File: config.mk
export PLATFORM = sky130hd
export DESIGN_NAME = mipi_csi_tx_raw_packer_8b2lane_2ppc_flat
export DESIGN_NICKNAME = d
export VERILOG_FILES = /design/src/rtl/mipi_csi_tx_raw_packer_8b2lane_2ppc_if.sv /design/src/rtl/mipi_csi_tx_raw_packer_8b2lane_2ppc.sv /design/src/flat_wrapper.sv
export SDC_FILE = /design/constraint.sdc
export NUM_CORES = 1
export LEC_CHECK = 0
export CORE_MARGIN = 1
export CORE_UTILIZATION = 47
export CTS_CLUSTER_SIZE = 8
export DETAILED_ROUTE_END_ITERATION = 10
export GPL_ROUTABILITY_DRIVEN = 0
export GPL_TIMING_DRIVEN = 0
export PLACE_DENSITY = 0.67
export SLEW_MARGIN = 20
export SYNTH_ARGS = -nofsm -noshare
export SYNTH_HDL_FRONTEND = slang
export SYNTH_SLANG_ARGS = --single-unit
export TNS_END_PERCENT = 5
File: constraint.sdc
create_clock -name clk_i -period 6.5 [get_ports clk_i]
set_input_delay 0.65 -clock clk_i [delete_from_list [all_inputs] [get_ports clk_i]]
set_output_delay 0.65 -clock clk_i [all_outputs]
set_load 0.1 [all_outputs]
File: src/rtl/mipi_csi_tx_raw_packer_8b2lane_2ppc_if.sv
// Signal bundle for the 2-lane CSI RAW packer: pixel beats in, lane byte pairs out.
interface mipi_csi_tx_raw_packer_8b2lane_2ppc_if #(
    parameter int PIXEL_WIDTH = 16
);
    logic [2:0]               packet_type_i;
    logic                     pixel_valid_i;
    logic                     pixel_ready_o;
    logic [2*PIXEL_WIDTH-1:0] pixel_i;
    logic                     line_last_i;
    logic                     data_valid_o;
    logic [15:0]              data_o;
    logic                     line_done_o;

    modport master (
        output packet_type_i, pixel_valid_i, pixel_i, line_last_i,
        input  pixel_ready_o, data_valid_o, data_o, line_done_o
    );

    modport slave (
        input  packet_type_i, pixel_valid_i, pixel_i, line_last_i,
        output pixel_ready_o, data_valid_o, data_o, line_done_o
    );
endinterface

File: src/rtl/mipi_csi_tx_raw_packer_8b2lane_2ppc.sv
// Packs 2 MSB-aligned pixels per clock into the CSI-2 RAW8/10/12 byte stream,
// emitting one byte per lane per clock through a small byte queue.
module mipi_csi_tx_raw_packer_8b2lane_2ppc #(
    parameter int PIXEL_WIDTH = 16,
    parameter int FIFO_BYTES  = 8
) (
    input logic clk_i,
    input logic reset_n_i,
    mipi_csi_tx_raw_packer_8b2lane_2ppc_if.slave bus
);
    localparam int CW = $clog2(FIFO_BYTES + 1);

    typedef enum logic [1:0] {IDLE, ACTIVE, FLUSH} state_t;
    typedef enum logic [1:0] {M_RAW8, M_RAW10, M_RAW12} mode_t;

    state_t        state, state_next;
    mode_t         mode_q, mode_cur;
    logic [CW-1:0] count, count_next, pop_n, push_n;
    logic [7:0]    queue      [FIFO_BYTES];
    logic [7:0]    queue_next [FIFO_BYTES];
    logic [7:0]    ext        [FIFO_BYTES+2];
    logic [7:0]    push_bytes [3];
    logic          odd_beat;
    logic [3:0]    lsb_hold;
    logic          ready, accept, last_pop;
    logic [11:0]   hi0, hi1;
    logic          vld_p1, done_p1;
    logic [15:0]   data_p1;
    logic          unused_pixel_bits;

    function automatic mode_t decode_type(input logic [2:0] t);
        case (t)
            3'h3:    return M_RAW10;
            3'h4:    return M_RAW12;
            default: return M_RAW8;
        endcase
    endfunction

    // Every format's MSB byte is the top 8 bits of the slot; only the LSB nibbles differ.
    assign hi0               = bus.pixel_i[PIXEL_WIDTH-1 -: 12];
    assign hi1               = bus.pixel_i[2*PIXEL_WIDTH-1 -: 12];
    assign unused_pixel_bits = ^bus.pixel_i;
    assign mode_cur          = (state == IDLE) ? decode_type(bus.packet_type_i) : mode_q;

    always_comb begin
        ready = 1'b0;
        case (state)
            IDLE:    ready = 1'b1;
            ACTIVE:  ready = (count <= CW'(3));
            default: ready = 1'b0;
        endcase
    end

    assign bus.pixel_ready_o = ready & reset_n_i;
    assign accept            = bus.pixel_valid_i & bus.pixel_ready_o;

    always_comb begin
        push_bytes[0] = hi0[11:4];
        push_bytes[1] = hi1[11:4];
        push_bytes[2] = 8'h00;
        push_n        = '0;
        if (accept) begin
            push_n = CW'(2);
            case (mode_cur)
                M_RAW10: begin
                    if (odd_beat) begin
                        push_bytes[2] = {hi1[3:2], hi0[3:2], lsb_hold};
                        push_n        = CW'(3);
                    end else if (bus.line_last_i) begin
                        // Close a half group: missing pixels contribute zero LSBs.
                        push_bytes[2] = {4'h0, hi1[3:2], hi0[3:2]};
                        push_n        = CW'(3);
                    end
                end
                M_RAW12: begin
                    push_bytes[2] = {hi1[3:0], hi0[3:0]};
                    push_n        = CW'(3);
                end
                default: ;
            endcase
        end
    end

    always_comb begin
        pop_n = '0;
        if (count >= CW'(2))
            pop_n = CW'(2);
        else if (state == FLUSH && count == CW'(1))
            pop_n = CW'(1);
    end

    assign last_pop   = (state == FLUSH) && (pop_n != '0) && (count == pop_n);
    assign count_next = count - pop_n + push_n;

    always_comb begin
        for (int i = 0; i < FIFO_BYTES; i++)
            ext[i] = queue[i];
        ext[FIFO_BYTES]   = 8'h00;
        ext[FIFO_BYTES+1] = 8'h00;
        for (int i = 0; i < FIFO_BYTES; i++) begin
            case (pop_n)
                CW'(1):  queue_next[i] = ext[i+1];
                CW'(2):  queue_next[i] = ext[i+2];
                default: queue_next[i] = ext[i];
            endcase
            for (int j = 0; j < 3; j++)
                if (j < int'(push_n) && i == int'(count - pop_n) + j)
                    queue_next[i] = push_bytes[j];
        end
    end

    always_comb begin
        state_next = state;
        case (state)
            IDLE:    if (accept) state_next = bus.line_last_i ? FLUSH : ACTIVE;
            ACTIVE:  if (accept && bus.line_last_i) state_next = FLUSH;
            FLUSH:   if (last_pop) state_next = IDLE;
            default: state_next = IDLE;
        endcase
    end

    always_ff @(posedge clk_i or negedge reset_n_i) begin
        if (!reset_n_i) begin
            state    <= IDLE;
            mode_q   <= M_RAW8;
            count    <= '0;
            odd_beat <= 1'b0;
            vld_p1   <= 1'b0;
            done_p1  <= 1'b0;
            data_p1  <= '0;
        end else begin
            state   <= state_next;
            count   <= count_next;
            vld_p1  <= (pop_n != '0);
            done_p1 <= last_pop;
            if (pop_n != '0)
                data_p1 <= {(pop_n == CW'(2)) ? queue[1] : 8'h00, queue[0]};
            if (accept) begin
                if (state == IDLE)
                    mode_q <= mode_cur;
                odd_beat <= (mode_cur == M_RAW10) && !odd_beat && !bus.line_last_i;
            end
        end
    end

    // Byte storage carries no reset: count alone decides which entries are live.
    always_ff @(posedge clk_i) begin
        for (int i = 0; i < FIFO_BYTES; i++)
            queue[i] <= queue_next[i];
        if (accept)
            lsb_hold <= {hi1[3:2], hi0[3:2]};
    end

    assign bus.data_valid_o = vld_p1;
    assign bus.data_o       = data_p1;
    assign bus.line_done_o  = done_p1;

    a_no_overflow: assert property (@(posedge clk_i) disable iff (!reset_n_i)
        count <= CW'(FIFO_BYTES));

endmodule

File: src/flat_wrapper.sv
// flat-port wrapper written by rule: the top's interface ports become plain ports
module mipi_csi_tx_raw_packer_8b2lane_2ppc_flat 
#(
    parameter int PIXEL_WIDTH = 16,
    parameter int FIFO_BYTES  = 8
)
  (clk_i, reset_n_i, bus_packet_type_i, bus_pixel_valid_i, bus_pixel_i, bus_line_last_i, bus_pixel_ready_o, bus_data_valid_o, bus_data_o, bus_line_done_o);
  mipi_csi_tx_raw_packer_8b2lane_2ppc_if #(.PIXEL_WIDTH(PIXEL_WIDTH)) bus_i ();
  input logic clk_i;
  input logic reset_n_i;
  input wire logic [$bits(bus_i.packet_type_i)-1:0] bus_packet_type_i;
  input wire logic [$bits(bus_i.pixel_valid_i)-1:0] bus_pixel_valid_i;
  input wire logic [$bits(bus_i.pixel_i)-1:0] bus_pixel_i;
  input wire logic [$bits(bus_i.line_last_i)-1:0] bus_line_last_i;
  output wire logic [$bits(bus_i.pixel_ready_o)-1:0] bus_pixel_ready_o;
  output wire logic [$bits(bus_i.data_valid_o)-1:0] bus_data_valid_o;
  output wire logic [$bits(bus_i.data_o)-1:0] bus_data_o;
  output wire logic [$bits(bus_i.line_done_o)-1:0] bus_line_done_o;
  assign bus_i.packet_type_i = bus_packet_type_i;
  assign bus_i.pixel_valid_i = bus_pixel_valid_i;
  assign bus_i.pixel_i = bus_pixel_i;
  assign bus_i.line_last_i = bus_line_last_i;
  assign bus_pixel_ready_o = bus_i.pixel_ready_o;
  assign bus_data_valid_o = bus_i.data_valid_o;
  assign bus_data_o = bus_i.data_o;
  assign bus_line_done_o = bus_i.line_done_o;
  mipi_csi_tx_raw_packer_8b2lane_2ppc #(.PIXEL_WIDTH(PIXEL_WIDTH), .FIFO_BYTES(FIFO_BYTES)) u_core (.clk_i(clk_i), .reset_n_i(reset_n_i), .bus(bus_i));
endmodule
==> impl_metrics.yaml, run 1 <==
outcome:
  status: "completed"
yosys:
  ys_async_sr_fraction: 0.284
  syn-cell-area_mm2: 0.00689
  synthFlopType: "edfxtp_1"
  synth-edff-count: 68
  ys_types: 49
  ys_seq_area_frac: 0.394
  syn_inst: 674
  syn_avg_cell_area_um2: 10.2
  ys_ff_latch: 95
  syn-num-nets: 736
  yosys_warnings: 0
die:
  ioPinCount: 58
  die_h_um: 123
  initial_core_util: 0.489
  die_x_um: 123
  die-area_mm2: 0.0151
  rows: 43
  core_area_mm2: 0.0141
sta:
  finalSetupTns_ps: 0
  fin_ws_ps: 167
  slew_violations: 0
  finalCritPeriodShare: 0.974
  hold_viol: 0
  worst_pin_slew_ps: 992
  slew_headroom: 0.337
  max_freq_mhz: 158
  setup_viol: 0
  rsz0062_at_grt: "yes"
  final.min_clock_period_ps: 6330
  fin_worst_skew_ps: 7.17
pwr:
  pwr_density_cell_mw_per_mm2: 496
  total_power_mw: 3.89
  p_leak_nw: 3.52
  vdd_drop_max_v: 0.000304
global_route:
  grt_max_degree: 29
  grt_pass1_wl_um: 31100
  grt.total_usage: 0.277
  grt_pass1_vias: 5564
  antenna_found_initial: 0
  grt_overflow_total: 0
final_layout:
  multi_input_area_mm2: 0.00387
  layout-drive-gt1-share: 0.156
  nNetsFinal: 790
  layout_commonest_cell: "mux2i_1"
  area_growth_pct: 13.7
  fin_cells: 913
  mostFrequentLayoutCells: "mux2i_1, edfxtp_1, mux2_2"
  post-route-util: 0.556
  register_area_mm2: 0.00272
  fillers: 1230
  antennaDiodeCount: 0
setup_path:
  r2r_start: "u_core.count[3]$_DFF_PN0_"
  cpMaxStageDelayCell: "nand4_1"
  crit_type: "register to register"
  slowest_delay_ps: 610
  end_kind: "register"
  cpLargestDelayFamily: "buffers and inverters"
  path_cells: "clkbuf_2 > inv_1 > ha_1 > nand2_1 > inv_1 > buf_2 > buf_2 > clkbuf_1 > ha_1 > nand2b_1 > nand3_1 > nand2_1 > nand3_1 > inv_1 > nand2_1 > ha_1 > nor4b_1 > and3_1 > and3_1 > nand4_1 > clkbuf_1 > nand4_1"
  cp-startpoint: "u_core.count[3]$_DFF_PN0_"
  worstPathArrival_ps: 6240
  crit_fanout: 11
  cp_num_buf_inv: 8
  cp.required_ps: 6410
  start_kind: "register"
clocking:
  htreeDepth: 3
  holdBufCountCts: 0
  clk_pin_slew_ps: 80
  cts_resized: 0
  clock_sinks: 95
  cts_max_path_buffers: 2
  cts_tree: "yes"
  root_buffer: "clkbuf_16"
  clkLatencyLatePin_ps: 360
  cts_buffers: 9
routing:
  wl_um: 19700
  vias: 5749
  route.detailed.drc: 0
  wire_per_inst_um: 21.5
  drt_iter0_drc: 636
  drt-vias-per-instance: 6.30
  antenna_left: 0
  drtPass1Iterations: 6
flow_run:
  drv_cap: 0
placed_design:
  dp.cells: 895
  hpwl_um: 14600
  io_buffers: 41
  place_ws_ps: 311
hold_path:
  min_path_type: "input pin to async pin"
[worst paths after layout]
check / to / slack, ps / cells after the start
max in group asynchronous: u_core.bus.data_o[12]$_DFFE_PN0N_ / 5750 / 1
min reg2reg: u_core.bus.data_o[3]$_DFFE_PN0N_ / 450 / 2
max reg2reg: u_core.queue[0][28]$_DFFE_PP_ / 170 / 22
max: u_core.queue[0][28]$_DFFE_PP_ / 170 / 22
min in group clk_i: u_core.bus.data_o[3]$_DFFE_PN0N_ / 450 / 2
min: u_core.odd_beat$_DFFE_PN0P_ / 320 / 1
[layout make-up]
cell class | instances | area share
multi-input cells | 504 | 0.494
flip-flops and latches | 95 | 0.347
repair buffers | 43 | 0.0537
plain buffers | 55 | 0.0291
clock buffers | 9 | 0.0287
well taps | 180 | 0.0287
clock inverters | 7 | 0.00958
inverters | 20 | 0.00958
[power by group]
group | internal [mW] | leakage [nW] | switching [mW] | total (mW)
registers | 0.981 | 1.10 | 0.140 | 1.12
logic | 0.797 | 2.27 | 1.42 | 2.22
clock network | 0.273 | 0.144 | 0.274 | 0.547
[routing by layer]
| layer | up-vias | GRT usage | wire length, µm |
|---|---|---|---|
| met1 | 2797 | 0.382 | 8380 |
| met5 | - | 0 | 0 |
| li1 | 2653 | - | - |
| met3 | 40 | 0.0484 | 1620 |
| met2 | 259 | 0.438 | 9160 |
| met4 | 0 | 0.0971 | 500 |
[kinds of logic (layout without fill, tap and decap cells)]
logic type,count (synthesis),in the layout,synth area share
simple gates,214,214,0.168
mux,147,147,0.225
compound gates,113,113,0.115
flops,95,95,0.394
buf+inv,75,134,0.0440
fa+ha+maj,23,23,0.0450
xor+xnor,7,7,0.00890
[cells in the mapped netlist, types with 3 or more instances]
cell type | n | area [µm²]
o21ai_0 | 25 | 125
a21oi_1 | 29 | 145
a222oi_1 | 4 | 40.0
nand2_1 | 63 | 236
and3_1 | 14 | 87.6
dfrtp_1 | 27 | 676
and2_1 | 5 | 31.3
nand4_1 | 14 | 87.6
mux2_2 | 64 | 721
o311ai_2 | 4 | 65.1
nor3_1 | 6 | 30.0
o31ai_1 | 8 | 60.1
nor4b_1 | 3 | 26.3
nand2b_1 | 10 | 62.6
and4_1 | 6 | 52.6
nor2_1 | 22 | 82.6
ha_1 | 20 | 250
nand3_1 | 25 | 125
nand2_2 | 3 | 18.8
a22o_1 | 10 | 87.6
buf_2 | 12 | 60.1
nor2b_1 | 3 | 18.8
nor4_1 | 11 | 68.8
clkbuf_1 | 38 | 143
inv_1 | 19 | 71.3
mux2i_1 | 83 | 831
edfxtp_1 | 68 | 2040
a22oi_1 | 25 | 188
or2_2 | 3 | 18.8
or3_1 | 19 | 119
fa_1 | 3 | 60.1
xnor2_1 | 6 | 52.6
[registers in the layout (all words and copies together), names as in the netlist]
name	cells
u_core.bus.line_done_o	1
u_core.lsb_hold	4
u_core.bus.data_o	16
u_core.count	4
u_core.odd_beat	1
u_core.mode_q	2
u_core.state	2
u_core.queue	64
u_core.bus.data_valid_o	1
[through the flow]
step / area, µm² / hold WS (ps)
finish: 7840 / 316
CTS: 7820 / 332
detailed placement: 7520 / 433
global placement: 7520 / 431
floorplan: 6890 / 354
global route: 7840 / 367
[timing repair]
| action | CTS | global route |
|---|---|---|
| setup endpoints to repair | 0 | 32 |
| hold endpoints to repair | 0 | 0 |
| buffers inserted | 0 | 1 |
No activity file was read; power rests on OpenSTA's default activity.
==> inputs of run 2 (changes only) <==
- MAX_ROUTING_LAYER: unset -> met4
==> run 2 against run 1 <==
  * Clock skew down 2.2 ps
  * Final cell count unchanged
  * Power about the same
  * Via count down 0.80%
  * Count of clock-buffer cells in the layout unchanged
  * Maximum frequency up 0.43%
  * Clock power about the same
  * Core utilization unchanged
  * Critical path type unchanged
  * Largest cell class unchanged
  * Highest routed layer unchanged
==> impl_metrics.yaml, run 2 (synthesized netlist as in run 1, its figures left out) <==
outcome:
  status: "completed"
sta:
  slew_headroom: 0.338
  worst_pin_slew_ps: 990
  final.min_clock_period_ps: 6310
  hold_viol: 0
  setup_viol: 0
  max_freq_mhz: 159
  finalCritPeriodShare: 0.970
  fin_worst_skew_ps: 4.96
  fin_hold_ws_ps: 316
  rsz0062_at_grt: "yes"
  slew_violations: 0
routing:
  wl_um: 19700
  wl_met3_um: 1450
  route.met2.wl_um: 9190
  top_layer: "met4"
  route.detailed.drc: 0
  wire_per_inst_um: 21.6
  drt_iter0_drc: 570
  antenna_left: 0
  drtPass1Iterations: 5
  vias: 5703
  drt-vias-per-instance: 6.25
  m1WireLength_um: 8560
die:
  initial_core_util: 0.489
  ioPinCount: 58
  die-area_mm2: 0.0151
  die_x_um: 123
  rows: 43
  core_area_mm2: 0.0141
  die_h_um: 123
clocking:
  htreeDepth: 3
  cts_buffers: 9
  clkLatencyLatePin_ps: 360
  clock_sinks: 95
  cts_tree: "yes"
  root_buffer: "clkbuf_16"
  cts_max_path_buffers: 2
  clk_pin_slew_ps: 70
setup_path:
  crit_type: "register to register"
  start_kind: "register"
  cpMaxStageDelayCell: "nand4_1"
  r2r_cells: 22
  path_depth: 22
  end_kind: "register"
  path_cells: "clkbuf_2 > inv_1 > ha_1 > nand2_1 > inv_1 > buf_2 > buf_2 > clkbuf_1 > ha_1 > nand2b_1 > nand3_1 > nand2_1 > nand3_1 > inv_1 > nand2_1 > ha_1 > nor4b_1 > and3_1 > and3_1 > nand4_1 > clkbuf_1 > nand4_1"
  slowest_delay_ps: 600
  cp.required_ps: 6410
  crit_fanout: 11
  cpLargestDelayFamily: "buffers and inverters"
  worstPathArrival_ps: 6220
  cp_num_buf_inv: 8
final_layout:
  layout-drive-gt1-share: 0.156
  regMostFlops: "u_core.queue"
  nNetsFinal: 790
  antennaDiodeCount: 0
  layout_commonest_cell: "mux2i_1"
  largest_reg_flops: 64
  fin_cells: 913
  area_growth_pct: 13.7
  mostFrequentLayoutCells: "mux2i_1, edfxtp_1, mux2_2"
global_route:
  antenna_found_initial: 0
  grt_pass1_vias: 5556
  grt_max_degree: 29
  grt_pass1_wl_um: 31100
  grt_overflow_total: 0
  grt.total_usage: 0.285
pwr:
  switching_power_mw: 1.84
  p_leak_nw: 3.52
  seqPwrFrac: 0.289
  clkPwrFrac: 0.140
  p_int_mw: 2.05
  vdd_drop_max_v: 0.000305
  swShare: 0.473
  pwr_density_cell_mw_per_mm2: 496
  combPwrFrac: 0.571
placed_design:
  dp.cells: 895
  hpwl_um: 14600
  io_buffers: 41
flow_run:
  drv_cap: 0
hold_path:
  min_path_type: "input pin to async pin"
[run 2: cell counts in the layout (fill, tap and decap cells not counted)]
No cell type changed its count.
[run 2: worst paths after layout]
| check | startpoint | end | slack, ps |
|---|---|---|---|
| worst max-delay path | u_core.count[3]$_DFF_PN0_ | u_core.queue[0][28]$_DFFE_PP_ | 190 |
| worst min-delay path | reset_n_i | u_core.count[3]$_DFF_PN0_ | 320 |
| worst max register to register | u_core.count[3]$_DFF_PN0_ | u_core.queue[0][28]$_DFFE_PP_ | 190 |
| worst min register to register | u_core.queue[0][3]$_DFFE_PP_ | u_core.bus.data_o[3]$_DFFE_PN0N_ | 450 |
| max in group asynchronous | reset_n_i | u_core.bus.data_o[10]$_DFFE_PN0N_ | 5750 |
| min in group clk_i | u_core.queue[0][3]$_DFFE_PP_ | u_core.bus.data_o[3]$_DFFE_PN0N_ | 450 |
[run 2: cell type report]
cell class                      instances  area (µm²)
Fill cell                            1230        6260
Multi-Input combinational cell        504        3870
Tap cell                              180         225
Inverter                               20        75.1
Sequential cell                        95        2720
Timing Repair Buffer                   43         420
Buffer                                 55         228
Clock buffer                            9         225
Clock inverter                          7        75.1
[run 2: worst register-to-register path, delay by kind of cell, from the launching register on]
| family | cells | cell delay (ps) |
|---|---|---|
| buf+inv | 8 | 2390 |
| fa+ha+maj | 3 | 920 |
| simple gates | 11 | 2190 |
| flops | 1 | 370 |
[run 2: power by group through the flow]
stage                     logic [mW]  clock network (mW)  registers (mW)
after floorplan                 1.36                   0            1.40
after global placement          2.12                   0            1.12
after detailed placement        2.18                   0            1.13
after CTS                       2.19               0.552            1.12
after global routing            2.41               0.575            1.15
final                           2.22               0.545            1.12
[run 2: through the flow]
step	power, mW	util	setup WS [ps]	setup TNS [ps]	area (µm²)
after floorplan	2.77	-	1710	0	6890
after global placement	3.25	0.534	394	0	7520
after detailed placement	3.31	0.533	311	0	7520
after CTS	3.86	0.555	263	0	7820
after global routing	4.13	0.556	-142	-1630	7840
final	3.89	0.556	194	0	7840
[run 2: metal layers]
metal	track usage	vias up
met5	-	-
met4	0.0971	0
met3	0.0484	41
met2	0.438	235
met1	0.382	2773
li1	-	2654
[run 2: timing repair]
item	in CTS	in global routing
resized for setup	0	0
buffers inserted	0	1
hold buffers	0	0
endpoints found under the setup margin	0	32
